===== src/rtl/pulse_code_seq_pkg.sv =====
// Shared types and constants for the pulse_code_seq phase-code sequencer.
package pulse_code_pkg;

    typedef enum logic [1:0] {
        IDLE = 2'd0,
        RUN  = 2'd1,
        FIN  = 2'd2
    } state_e;

    localparam int MIN_DIV      = 2;
    localparam int DEFAULT_DIV  = 1229;
    localparam int MAX_CODE_LEN = 64;

endpackage


===== src/rtl/pulse_code_seq_chip_timer.sv =====
// Chip-period divider: wrap_o is high during the last cycle of each chip period,
// so the sequencer advances on the edge that starts the next chip.
module chip_timer
    import pulse_code_pkg::*;
#(
    parameter int DIV_W = 12
) (
    input  logic             clk,
    input  logic             rst,
    input  logic [DIV_W-1:0] div_i,
    input  logic             load_i,
    input  logic             run_i,
    output logic             wrap_o
);

    logic [DIV_W-1:0] div_q;
    logic [DIV_W-1:0] cnt_q;
    logic [DIV_W-1:0] cnt_d;
    logic             wrap_q;
    logic             wrap_d;

    always_comb begin
        cnt_d  = '0;
        wrap_d = 1'b0;
        if (load_i) begin
            cnt_d = '0;
        end else if (run_i) begin
            if (cnt_q == div_q - DIV_W'(1)) begin
                cnt_d = '0;
            end else begin
                cnt_d = cnt_q + DIV_W'(1);
            end
            // div_q is never below 2, so a wrap to 0 can never flag itself
            wrap_d = (cnt_d == div_q - DIV_W'(1));
        end
    end

    always_ff @(posedge clk) begin
        if (rst) begin
            cnt_q  <= '0;
            wrap_q <= 1'b0;
        end else begin
            cnt_q  <= cnt_d;
            wrap_q <= wrap_d;
        end
    end

    always_ff @(posedge clk) begin
        if (load_i) begin
            div_q <= div_i;
        end
    end

    assign wrap_o = wrap_q;

endmodule


===== src/rtl/pulse_code_seq.sv =====
// Phase-code sequencer: shifts a latched code out LSB-first, repeated n_rep times.
// Optional macro PULSE_CODE_SEQ_GOLAY_ALT_EN alternates code A / code_b per repetition.
module pulse_code_seq
    import pulse_code_pkg::*;
#(
    parameter int CODE_LEN = 16,
    parameter int DIV_W    = 12,
    parameter int REP_W    = 8,
    parameter int LEN_W    = $clog2(CODE_LEN + 1)
) (
    input  logic                clk,
    input  logic                rst,
    input  logic                start,
    input  logic                abort,
    input  logic [CODE_LEN-1:0] code,
`ifdef PULSE_CODE_SEQ_GOLAY_ALT_EN
    input  logic [CODE_LEN-1:0] code_b,
    output logic                code_sel,
`endif
    input  logic [LEN_W-1:0]    code_len,
    input  logic [DIV_W-1:0]    chip_div,
    input  logic [REP_W-1:0]    n_rep,
    output logic                chip,
    output logic                gate,
    output logic                chip_stb,
    output logic [LEN_W-1:0]    chip_idx,
    output logic                busy,
    output logic                done
);

    state_e              state_q;
    logic                chip_q;
    logic                gate_q;
    logic                stb_q;
    logic                busy_q;
    logic                done_q;
    logic [LEN_W-1:0]    idx_q;
    logic [LEN_W-1:0]    len_q;
    logic [REP_W-1:0]    rep_q;
    logic [CODE_LEN-1:0] sh_q;
    logic [CODE_LEN-1:0] code_a_q;

    logic                accept;
    logic                wrap;
    logic                last_chip;
    logic [LEN_W-1:0]    len_eff;
    logic [DIV_W-1:0]    div_eff;
    logic [REP_W-1:0]    rep_eff;
    logic [CODE_LEN-1:0] next_code;

`ifdef PULSE_CODE_SEQ_GOLAY_ALT_EN
    logic                sel_q;
    logic [CODE_LEN-1:0] code_b_q;

    // sel_q names the code being sent now; the next repetition uses the other one
    assign next_code = sel_q ? code_a_q : code_b_q;
    assign code_sel  = sel_q;
`else
    assign next_code = code_a_q;
`endif

    assign accept    = (state_q == IDLE) && start && !abort;
    assign len_eff   = ((code_len == '0) || (code_len > LEN_W'(CODE_LEN))) ? LEN_W'(CODE_LEN) : code_len;
    assign div_eff   = (chip_div < DIV_W'(MIN_DIV)) ? DIV_W'(MIN_DIV) : chip_div;
    assign rep_eff   = (n_rep == '0) ? REP_W'(1) : n_rep;
    assign last_chip = (idx_q == len_q - LEN_W'(1));

    chip_timer #(
        .DIV_W (DIV_W)
    ) u_timer (
        .clk    (clk),
        .rst    (rst),
        .div_i  (div_eff),
        .load_i (accept),
        .run_i  (state_q == RUN),
        .wrap_o (wrap)
    );

    always_ff @(posedge clk) begin
        if (accept) begin
            code_a_q <= code;
`ifdef PULSE_CODE_SEQ_GOLAY_ALT_EN
            code_b_q <= code_b;
`endif
        end
    end

    always_ff @(posedge clk) begin
        if (rst) begin
            state_q <= IDLE;
            chip_q  <= 1'b0;
            gate_q  <= 1'b0;
            stb_q   <= 1'b0;
            busy_q  <= 1'b0;
            done_q  <= 1'b0;
            idx_q   <= '0;
            len_q   <= '0;
            rep_q   <= '0;
            sh_q    <= '0;
`ifdef PULSE_CODE_SEQ_GOLAY_ALT_EN
            sel_q   <= 1'b0;
`endif
        end else begin
            stb_q  <= 1'b0;
            done_q <= 1'b0;
            case (state_q)
                IDLE: begin
                    if (accept) begin
                        state_q <= RUN;
                        gate_q  <= 1'b1;
                        busy_q  <= 1'b1;
                        stb_q   <= 1'b1;
                        chip_q  <= code[0];
                        sh_q    <= code;
                        idx_q   <= '0;
                        len_q   <= len_eff;
                        rep_q   <= rep_eff;
`ifdef PULSE_CODE_SEQ_GOLAY_ALT_EN
                        sel_q   <= 1'b0;
`endif
                    end
                end
                RUN: begin
                    if (abort) begin
                        state_q <= IDLE;
                        gate_q  <= 1'b0;
                        busy_q  <= 1'b0;
                        chip_q  <= 1'b0;
                        idx_q   <= '0;
`ifdef PULSE_CODE_SEQ_GOLAY_ALT_EN
                        sel_q   <= 1'b0;
`endif
                    end else if (wrap) begin
                        if (!last_chip) begin
                            stb_q  <= 1'b1;
                            idx_q  <= idx_q + LEN_W'(1);
                            chip_q <= sh_q[1];
                            sh_q   <= sh_q >> 1;
                        end else if (rep_q > REP_W'(1)) begin
                            // seamless restart of the code for the next repetition
                            stb_q  <= 1'b1;
                            rep_q  <= rep_q - REP_W'(1);
                            idx_q  <= '0;
                            chip_q <= next_code[0];
                            sh_q   <= next_code;
`ifdef PULSE_CODE_SEQ_GOLAY_ALT_EN
                            sel_q  <= ~sel_q;
`endif
                        end else begin
                            state_q <= FIN;
                            gate_q  <= 1'b0;
                            busy_q  <= 1'b0;
                            chip_q  <= 1'b0;
                            done_q  <= 1'b1;
                            idx_q   <= '0;
                            rep_q   <= '0;
`ifdef PULSE_CODE_SEQ_GOLAY_ALT_EN
                            sel_q   <= 1'b0;
`endif
                        end
                    end
                end
                FIN: begin
                    state_q <= IDLE;
                end
                default: begin
                    state_q <= IDLE;
                    gate_q  <= 1'b0;
                    busy_q  <= 1'b0;
                    chip_q  <= 1'b0;
                end
            endcase
        end
    end

    assign chip     = chip_q;
    assign gate     = gate_q;
    assign chip_stb = stb_q;
    assign chip_idx = idx_q;
    assign busy     = busy_q;
    assign done     = done_q;

endmodule


===== config.mk =====
export PLATFORM = sky130hd
export DESIGN_NAME = pulse_code_seq
export DESIGN_NICKNAME = d
export VERILOG_FILES = /design/src/rtl/pulse_code_seq_pkg.sv /design/src/rtl/pulse_code_seq_chip_timer.sv /design/src/rtl/pulse_code_seq.sv
export SDC_FILE = /design/constraint.sdc
export NUM_CORES = 1
export LEC_CHECK = 0
export CORE_ASPECT_RATIO = 2
export CORE_UTILIZATION = 25
export CTS_BUF_LIST = sky130_fd_sc_hd__clkbuf_8
export DETAILED_ROUTE_END_ITERATION = 6
export PLACE_DENSITY = 0.53
export SLEW_MARGIN = 20
export SYNTH_ARGS = -nofsm -noshare
export SYNTH_HDL_FRONTEND = slang
export SYNTH_SLANG_ARGS = --single-unit

===== constraint.sdc =====
create_clock -name clk -period 7.6 [get_ports clk]
set_clock_uncertainty 0.15 [all_clocks]
set_input_delay 1.14 -clock clk [delete_from_list [all_inputs] [get_ports clk]]
set_output_delay 1.14 -clock clk [all_outputs]
set_load 0.005 [all_outputs]

==> flow_summary.yaml, run 1 <==
finish:
  n_antenna_cell: 0
  drive_gt1_share_pct: 6.65
  area_overhead_vs_synth_pct: 20.3
  utilization_pct: 30.8
  total_number_of_nets_in_the_final_design: 573
  nFillCells: 1836
floorplan:
  floorplan.rows: 68
  starting_density_pct: 25.6
  std_cell_core_area_sq_um: 17200
  io-pin-count: 55
  die_x_microns: 95.7
  die-height_microns: 189
  design.die.area_sq_um: 18100
logic_synthesis:
  compound_gate_fraction_of_synth_area_pct: 16.4
  post_synth_instance_area_sq_um: 4390
  share_of_flip_flops_with_an_asynchronous_set_or_reset_after_synthesis_pct: 0
  synth_largest_type_area_fraction_pct: 23.7
  postSynth.topFlopCell: "sky130_fd_sc_hd__dfxtp_1"
  synth_top_family_by_area: "simple AND/OR/NAND/NOR gates"
  synthAdderAreaFrac_pct: 1.99
  synthesized_netlist_cell_count: 485
  synthXorXnorAreaFrac_pct: 7.77
  synth_simple_gate_area_share_pct: 22.0
  synth_cell_types: 65
  average_footprint_of_a_synthesized_cell_sq_um: 9.06
  synth-warning-count: 0
  synth_enable_flop_cells: 28
  post_synth_main_area_contributors: "sky130_fd_sc_hd__dfxtp_1 (24%), sky130_fd_sc_hd__edfxtp_1 (19%), sky130_fd_sc_hd__xnor2_1 (4.8%)"
  synth-seq-cells: 80
  yosysTopAreaCell: "sky130_fd_sc_hd__dfxtp_1"
  synthMuxAreaShare_pct: 3.87
  synth_sequential_area_ratio_pct: 42.8
  total_nets_after_synthesis: 537
worst_setup_path:
  path_class: "in -> reg"
  critical_path_cell_by_cell: "clkdlybuf4s50_1 -> or4b_1 -> inv_2 -> nor2_1 -> a21oi_2 -> o211ai_1 -> a21oi_1"
  crit_path_start_kind: "input port"
  worst-endpoint-required_ns: 7.73
  cp_max_fo: 37
  crit_path_max_incr_delay_ns: 0.66
  worstSetupEndpointType: "flop"
  crit_path_top_delay_cell: "sky130_fd_sc_hd__or4b_1"
  critPathArrivalTime_ns: 4.23
routing:
  route.final.wire_length_microns: 11900
  final_antenna_net_count: 0
  detailedRoute.firstIterationViolations: 114
  routed_wire_length_per_instance_microns: 16.2
  route.detailed.drc: 0
  dr.pass1.iters: 4
  vias: 3681
  number_of_vias_per_cell_after_detailed_routing: 5.00
timing:
  layout_min_cycle_time_ns: 4.10
  setup_violations: 0
  tightestPinTransition_ns: 0.795
  setup_ws_ns: 3.50
  timing.final.hold_violations: 0
  grt_setup_unrepaired: "false"
  max_slew_margin_pct: 47.0
  post_route_fraction_of_the_period_consumed_by_the_critical_path_pct: 53.9
  fmax_ghz: 0.244
  number_of_pins_with_negative_max_slew_slack_in_the_final_report: 0
  setup-tns-final_ns: 0
  fin_hold_ws_ns: 0.309
grt:
  grt_util_all_layers_pct: 13.9
  first_global_vias: 3751
  initial_antenna_violation_count: 0
  global_route_wire_length_before_repair_microns: 19000
  maximum_number_of_pins_on_one_net_before_global_route_repair: 38
  grt-ovfl-total: 0
placed_design:
  gp_congestion: 0.913
  portBuffers: 54
  post-dp-hpwl_microns: 9240
  place_ws_ns: 3.11
power_and_ir_drop:
  total_power_uw: 958
  cellPowerDensity_nw_per_um2: 181
  vdd.ir_drop.worst_mv: 0.107
  power.leakage_nw: 1.69
clock_tree:
  cts_resized: 0
  clock_tree.buffer_depth: 2
  post-cts-setup-buffers: 0
  clk_pin_slew_ns: 0.08
  clock_tree.root_cell: "sky130_fd_sc_hd__clkbuf_8"
  clock_tree.htree_level_count: 3
  clock-sinks: 80
  post_cts_hold_buffer_count: 0
  tritoncts_clock_tree: "done"
  clock_insertion_delay_worst_skew_ns: 0.36
  cts-buffers-inserted: 9
hold_path:
  hold_path_class: "reg -> reg"
status:
  outcome: "finished clean"
run:
  max_cap_violations: 0
## area by class of cell
cell class | instances | area (sq um) | area share, %
inverters | 17 | 63.8 | 1.21
well taps | 210 | 263 | 4.97
clock inverters | 7 | 96.3 | 1.82
repair buffers | 58 | 571 | 10.8
flip-flops and latches | 80 | 1880 | 35.6
multi-input cells | 355 | 2290 | 43.3
clock buffers | 9 | 124 | 2.34
## state kept, by name (all words and copies together) (netlist names), 2 cells and up
| name | cells |
|---|---|
| code_a_q | 16 |
| rep_q | 8 |
| chip_idx | 5 |
| len_q | 5 |
| sh_q | 15 |
| u_timer.div_q | 12 |
| state_q | 2 |
| u_timer.cnt_q | 12 |
## synth_stat cells (4+ instances only)
cell type                  instances
sky130_fd_sc_hd__a21oi_1          37
sky130_fd_sc_hd__nor2b_1          11
sky130_fd_sc_hd__nand3b_1          6
sky130_fd_sc_hd__nand2b_1         12
sky130_fd_sc_hd__nand2_1          55
sky130_fd_sc_hd__nand4_1           7
sky130_fd_sc_hd__ha_1              7
sky130_fd_sc_hd__a211oi_1          6
sky130_fd_sc_hd__nor4_1            8
sky130_fd_sc_hd__clkbuf_1         21
sky130_fd_sc_hd__nor2_1           41
sky130_fd_sc_hd__xor2_1           15
sky130_fd_sc_hd__inv_1            16
sky130_fd_sc_hd__nor3_1           13
sky130_fd_sc_hd__edfxtp_1         28
sky130_fd_sc_hd__o21ai_0          10
sky130_fd_sc_hd__mux2i_1          17
sky130_fd_sc_hd__o211ai_1         16
sky130_fd_sc_hd__buf_6             4
sky130_fd_sc_hd__xnor2_1          24
sky130_fd_sc_hd__dfxtp_1          52
sky130_fd_sc_hd__a31oi_1           5
sky130_fd_sc_hd__nand3_1          10
## critical path: cells and delay by family
family	cells	cell delay (ns)
AOI/OAI and AO/OA	3	1.00
buffers and inverters	2	1.15
and+or+nand+nor	2	0.92
## kinds of logic after synthesis
| logic type | count (synthesis) |
|---|---|
| adder cells (fa/ha/maj) | 7 |
| multiplexers | 17 |
| XOR/XNOR | 39 |
| buffers and inverters | 50 |
| AND/OR/NAND/NOR | 186 |
| AO/OA/AOI/OAI | 106 |
| flip-flops | 80 |
## where the power goes
group / internal (mW) / total [mW] / switching [mW]
logic: 0.0610 / 0.132 / 0.0714
registers: 0.462 / 0.478 / 0.0153
clock network: 0.186 / 0.348 / 0.162
## cell usage in the layout (no fill, tap or decap), drive strengths merged, types with 9 or more instances in the layout
master / count
nand2: 56
clkdlybuf4s50: 54
dfxtp: 52
nor2: 41
a21oi: 39
edfxtp: 28
xnor2: 24
inv: 19
mux2i: 17
o211ai: 16
xor2: 15
nor3: 14
nand2b: 13
o21ai: 12
nor2b: 11
nand3: 10
clkbuf: 9
nor4: 9
## per-layer routing
layer | share of wire, % | routed length [microns] | GRT usage [%]
met1 | 34 | 4070 | 12.8
met2 | 58 | 6950 | 27.1
met3 | 2.3 | 276 | 1.81
met4 | 5.2 | 622 | 8.90
met5 | 0 | 0 | 0
## worst paths after layout
kind                   start       to  slack [ns]  depth (start not counted)
setup / recovery       abort  sh_q[7]        3.50                          7
hold / removal       sh_q[8]  sh_q[8]        0.31                          2
setup reg to reg  state_q[0]  sh_q[7]        4.43                          6
hold reg to reg      sh_q[8]  sh_q[8]        0.31                          2
## per-stage QoR
| stage | area, sq um | cells |
|---|---|---|
| global route | 5290 | 736 |
| global placement | 5060 | 720 |
| detailed placement | 5060 | 720 |
| floorplan | 4390 | 485 |
| finish | 5290 | 736 |
| CTS | 5290 | 736 |
Note: power is estimated with default switching activity, not from simulation.
==> run 2, diff against run 1 <==
Clock period 7.6 ns to 4.28 ns, I/O delays scaled along.
==> run 2 against run 1 <==
- core utilization rose by 0.095 points
- sequential cell count did not move
- clock-buffer cell count did not move
- power rose by 82%
- largest cell class unchanged
- global-route usage fell by 0.14 points
- via count fell by 1.8%
- combinational power rose by 79%
- setup slack got worse by 2.2 ns
- cell count did not move
- highest routed layer unchanged
- design area rose by 0.31%
- critical endpoint is now rep_q[4]
- routed wire length fell by 2.1%
- clock power rose by 89%
- largest power group unchanged
==> flow_summary.yaml, run 2 (synthesis results as in run 1) <==
status:
  outcome: "finished clean"
clock_tree:
  post-cts-setup-buffers: 0
  cts-buffers-inserted: 9
  clock_tree.htree_level_count: 3
  post_cts_hold_buffer_count: 0
  clock_tree.root_cell: "sky130_fd_sc_hd__clkbuf_8"
  tritoncts_clock_tree: "done"
  cts_resized: 0
  clock-sinks: 80
  clk_pin_slew_ns: 0.08
  clock_tree.buffer_depth: 2
  clock_insertion_delay_worst_skew_ns: 0.36
worst_setup_path:
  cell_depth_of_the_worst_flop_to_flop_path: 10
  worst-endpoint-required_ns: 4.37
  timing.reg2reg.setup_slack_ns: 1.31
  worstReg2RegEnd: "rep_q[4]"
  critical_path_cell_by_cell: "inv_1 -> ha_1 -> nand2b_1 -> a311o_1 -> a2111oi_4 -> buf_4 -> nand2_4 -> a21oi_4 -> mux2i_1 -> nor2_1"
  worst_r2r_startpoint: "len_q[0]"
  cp_max_fo: 19
  worstSetupEndpointType: "flop"
  crit_path_start_kind: "flop"
  crit_path_max_incr_delay_ns: 0.40
  critPathArrivalTime_ns: 3.06
  path_class: "reg -> reg"
  crit_path_top_delay_cell: "sky130_fd_sc_hd__a2111oi_4"
finish:
  total_number_of_nets_in_the_final_design: 573
  registers_with_the_most_flip_flops: "code_a_q: 16 flops, sh_q: 15 flops"
  final_common_cell: "sky130_fd_sc_hd__nand2_1"
  layoutNonFillerInstCount: 736
  largest_register_ff_count: 16
  drive_gt1_share_pct: 6.65
  layout_common_cells: "sky130_fd_sc_hd__nand2_1 (55), sky130_fd_sc_hd__clkdlybuf4s50_1 (54), sky130_fd_sc_hd__dfxtp_1 (52), sky130_fd_sc_hd__nor2_1 (41), sky130_fd_sc_hd__a21oi_1 (37)"
  n_antenna_cell: 0
  largest_register: "code_a_q"
  area_overhead_vs_synth_pct: 20.6
power_and_ir_drop:
  p_sw_share_pct: 24.7
  p_switching_uw: 430
  power.leakage_nw: 1.71
  power.share.sequential_pct: 48.7
  cellPowerDensity_nw_per_um2: 329
  vdd.ir_drop.worst_mv: 0.252
  share_comb_of_total_power_pct: 13.5
  power.clock.fraction_pct: 37.8
  cell_internal_power_mw: 1.31
routing:
  detailedRoute.firstIterationViolations: 146
  dr.pass1.iters: 4
  routed_wire_length_per_instance_microns: 15.8
  number_of_vias_per_cell_after_detailed_routing: 4.91
  vias: 3615
  route.detailed.drc: 0
  route.final.wire_length_microns: 11700
  final_antenna_net_count: 0
timing:
  fin_hold_ws_ns: 0.304
  post_route_fraction_of_the_period_consumed_by_the_critical_path_pct: 69.4
  tightestPinTransition_ns: 0.806
  timing.final.hold_violations: 0
  setup-tns-final_ns: 0
  setup_violations: 0
  number_of_pins_with_negative_max_slew_slack_in_the_final_report: 0
  grt_setup_unrepaired: "false"
  max_slew_margin_pct: 46.2
  fmax_ghz: 0.337
  setup_ws_ns: 1.31
  layout_min_cycle_time_ns: 2.97
run:
  max_cap_violations: 0
floorplan:
  io-pin-count: 55
  design.die.area_sq_um: 18100
  die-height_microns: 189
  starting_density_pct: 25.6
  die_x_microns: 95.7
  std_cell_core_area_sq_um: 17200
  floorplan.rows: 68
placed_design:
  placed_cells: 720
  gp_congestion: 0.899
  post-dp-hpwl_microns: 9200
  portBuffers: 54
  place_ws_ns: 0.986
grt:
  maximum_number_of_pins_on_one_net_before_global_route_repair: 37
  grt-ovfl-total: 0
  initial_antenna_violation_count: 0
  global_route_wire_length_before_repair_microns: 18700
  grt_util_all_layers_pct: 13.8
  first_global_vias: 3847
hold_path:
  worstHoldStart: "sh_q[5]"
  min_delay_path_depth: 2
  whs_endpoint: "sh_q[5]"
  hold_path_class: "reg -> reg"
## run 2: cell types whose count changed in the layout (fill, tap and decap cells not counted)
cell / before / now
sky130_fd_sc_hd__clkinv_2: 0 / 2
sky130_fd_sc_hd__inv_6: 1 / 0
sky130_fd_sc_hd__bufinv_16: 2 / 3
sky130_fd_sc_hd__clkinvlp_4: 2 / 0
## run 2: power by group through the flow
stage / Sequential, mW / Combinational (mW) / Clock (mW)
floorplan: 0.856 / 0.150 / 0
detailed placement: 0.866 / 0.238 / 0
global route: 0.854 / 0.260 / 0.710
CTS: 0.849 / 0.239 / 0.679
finish: 0.849 / 0.236 / 0.658
global placement: 0.866 / 0.234 / 0
## run 2: how the worst max path moves through the flow
stage,from,endpoint
3_3_place_gp,abort,sh_q[3]
4_1_cts,len_q[0],rep_q[4]
5_1_grt,len_q[0],rep_q[4]
2_1_floorplan,abort,sh_q[10]
6_report,len_q[0],rep_q[4]
3_5_place_dp,abort,sh_q[3]
## run 2: critical path: cells and delay by family (launching register included)
family / cells / cell delay, ns
AO/OA/AOI/OAI: 3 / 1.08
buffers and inverters: 2 / 0.45
multiplexers: 1 / 0.23
adder cells (fa/ha/maj): 1 / 0.23
flip-flops: 1 / 0.39
AND/OR/NAND/NOR: 3 / 0.31
## run 2: final cells by class
cell class / count / area, sq um
Clock inverter: 7 / 113
Fill cell: 1833 / 11900
Sequential cell: 80 / 1880
Multi-Input combinational cell: 355 / 2290
Inverter: 17 / 63.8
Clock buffer: 9 / 124
Tap cell: 210 / 263
Timing Repair Buffer: 58 / 571
## run 2: stage by stage
step                power [mW]  cell area [sq um]  util, %
floorplan                 1.01               4390        -
global placement          1.10               5060     29.5
detailed placement        1.10               5060     29.5
CTS                       1.77               5300     30.8
global route              1.82               5300     30.8
finish                    1.74               5300     30.8
## run 2: per-layer routing
metal  up-vias  global-route usage, %  share of wire, %
met3        31                   2.73               2.5
met5         -                      0                 0
li1       1798                      -                 -
met1      1712                   11.1                33
met2        74                   27.9                59
met4         0                   9.07               5.1
==> run 3, diff against run 2 <==
Clock period 4.28 ns to 3 ns, I/O delays scaled along.
==> run 3 against run 2 <==
- maximum frequency is 6.0% higher
- clock-buffer cell count did not move
- core utilization is 0.45 points higher
- sequential share of layout area shrank 0.51 points
- die area did not move
- power grew 40%
- global-route usage rose by 0.084 points
- largest cell class unchanged
==> flow_summary.yaml, run 3 (synthesis results as in run 1) <==
clock_tree:
  tritoncts_clock_tree: "done"
  clock_tree.root_cell: "sky130_fd_sc_hd__clkbuf_8"
  post_cts_hold_buffer_count: 0
  clock-sinks: 80
  clk_pin_slew_ns: 0.08
  clock_tree.buffer_depth: 2
  cts-buffers-inserted: 9
  clock_insertion_delay_worst_skew_ns: 0.36
  clock_tree.htree_level_count: 3
grt:
  grt-ovfl-total: 0
  grt_util_all_layers_pct: 13.9
  maximum_number_of_pins_on_one_net_before_global_route_repair: 37
  first_global_vias: 3850
  initial_antenna_violation_count: 0
  global_route_wire_length_before_repair_microns: 19000
status:
  outcome: "finished clean"
placed_design:
  portBuffers: 54
  dpl_cell_area_sq_um: 5150
  place_ws_ns: 0.122
  placed_cells: 730
  post-dp-hpwl_microns: 9060
  gp_congestion: 0.868
timing:
  max_slew_margin_pct: 57.4
  timing.final.hold_violations: 0
  grt_setup_unrepaired: "false"
  setup_ws_ns: 0.198
  fmax_ghz: 0.357
  setup-tns-final_ns: 0
  layout_min_cycle_time_ns: 2.80
  tightestPinTransition_ns: 0.635
  fin_hold_ws_ns: 0.308
  number_of_pins_with_negative_max_slew_slack_in_the_final_report: 0
  setup_violations: 0
  post_route_fraction_of_the_period_consumed_by_the_critical_path_pct: 93.4
finish:
  multiInputGateArea_sq_um: 2300
  n_antenna_cell: 0
  layoutNonFillerInstCount: 746
  layout_common_cells: "sky130_fd_sc_hd__nand2_1 (55), sky130_fd_sc_hd__clkdlybuf4s50_1 (54), sky130_fd_sc_hd__dfxtp_1 (52), sky130_fd_sc_hd__nor2_1 (41), sky130_fd_sc_hd__a21oi_1 (37)"
  layout.cell_area.non_filler_sq_um: 5380
  total_number_of_nets_in_the_final_design: 583
  largest_register: "code_a_q"
  final_common_cell: "sky130_fd_sc_hd__nand2_1"
  nFillCells: 1844
  area_overhead_vs_synth_pct: 22.4
  drive_gt1_share_pct: 8.58
  registers_with_the_most_flip_flops: "code_a_q: 16 flops, sh_q: 15 flops"
  largest_register_ff_count: 16
  seq_area_sq_um: 1880
routing:
  number_of_vias_per_cell_after_detailed_routing: 4.94
  maxUsedRoutingLayer: "met4"
  met3_length_microns: 251
  routed_wire_length_per_instance_microns: 15.7
  route.final.wire_length_microns: 11700
  vias: 3685
  route.detailed.drc: 0
  dr.pass1.iters: 4
  final_antenna_net_count: 0
  met2_wirelength_microns: 6780
  detailedRoute.firstIterationViolations: 156
  route.layer.met1.wl_microns: 4050
floorplan:
  starting_density_pct: 25.6
  design.die.area_sq_um: 18100
  die_x_microns: 95.7
  std_cell_core_area_sq_um: 17200
  die-height_microns: 189
  floorplan.rows: 68
  io-pin-count: 55
worst_setup_path:
  worstReg2RegEnd: "rep_q[4]"
  worst-endpoint-required_ns: 3.08
  worstSetupEndpointType: "flop"
  critPathArrivalTime_ns: 2.88
  crit_path_start_kind: "flop"
  worst_r2r_startpoint: "len_q[0]"
  timing.reg2reg.setup_slack_ns: 0.20
  path_class: "reg -> reg"
  cp_max_fo: 10
  cell_depth_of_the_worst_flop_to_flop_path: 10
power_and_ir_drop:
  p_sw_share_pct: 26.1
  power.clock.fraction_pct: 36.3
  p_switching_uw: 638
  power.share.sequential_pct: 49.4
  cellPowerDensity_nw_per_um2: 455
  vdd.ir_drop.worst_mv: 0.345
  cell_internal_power_mw: 1.81
  power.leakage_nw: 1.76
  share_comb_of_total_power_pct: 14.3
hold_path:
  hold_path_class: "reg -> reg"
  whs_endpoint: "sh_q[4]"
  worstHoldStart: "sh_q[4]"
  min_delay_path_depth: 2
run:
  max_cap_violations: 0
-- run 3: how the worst max path moves through the flow --
stage,startpoint,endpoint
after floorplan,abort,sh_q[10]
after global placement,len_q[0],rep_q[4]
after detailed placement,len_q[0],rep_q[4]
after CTS,len_q[0],rep_q[4]
after global routing,len_q[0],rep_q[3]
final,len_q[0],rep_q[4]
-- run 3: metrics by stage --
stage          power [mW]  util (%)
3_3_place_gp         1.58      30.0
3_5_place_dp         1.59      30.0
5_1_grt              2.56      31.3
6_report             2.45      31.3
4_1_cts              2.48      31.2
2_1_floorplan        1.44         -
-- run 3: critical path, cell delays in order (launching register included) --
cell                        delay, ns
sky130_fd_sc_hd__dfxtp_1         0.40
sky130_fd_sc_hd__inv_1           0.07
sky130_fd_sc_hd__ha_1            0.23
sky130_fd_sc_hd__nand2b_1        0.17
sky130_fd_sc_hd__a311o_1         0.36
sky130_fd_sc_hd__a2111oi_4       0.47
sky130_fd_sc_hd__buf_12          0.20
sky130_fd_sc_hd__nand2_4         0.06
sky130_fd_sc_hd__a21oi_4         0.29
sky130_fd_sc_hd__mux2i_1         0.22
sky130_fd_sc_hd__nor2_1          0.05
-- run 3: power groups by stage --
| stage | Sequential, mW | Combinational, mW | Clock [mW] |
|---|---|---|---|
| after floorplan | 1.22 | 0.214 | 0 |
| after global routing | 1.22 | 0.387 | 0.958 |
| final | 1.21 | 0.350 | 0.887 |
| after detailed placement | 1.23 | 0.351 | 0 |
| after global placement | 1.23 | 0.346 | 0 |
| after CTS | 1.21 | 0.353 | 0.918 |
-- run 3: what timing repair did --
item / 4_1_cts / 5_1_grt
setup buffers: 0 / 0
endpoints found under the setup margin: 0 / 4
gates resized for setup: 0 / 2
-- run 3: final cells by class --
class | instances | area share (%)
Clock buffer | 9 | 2.30
Clock inverter | 7 | 1.72
Inverter | 17 | 1.19
Multi-Input combinational cell | 355 | 42.7
Sequential cell | 80 | 35.0
Tap cell | 210 | 4.88
Timing Repair Buffer | 68 | 12.2
-- run 3: layer usage --
| metal | GRT usage [%] | vias up |
|---|---|---|
| li1 | - | 1818 |
| met1 | 12.3 | 1754 |
| met2 | 27.4 | 80 |
| met3 | 1.97 | 33 |
| met4 | 8.90 | 0 |
| met5 | 0 | - |
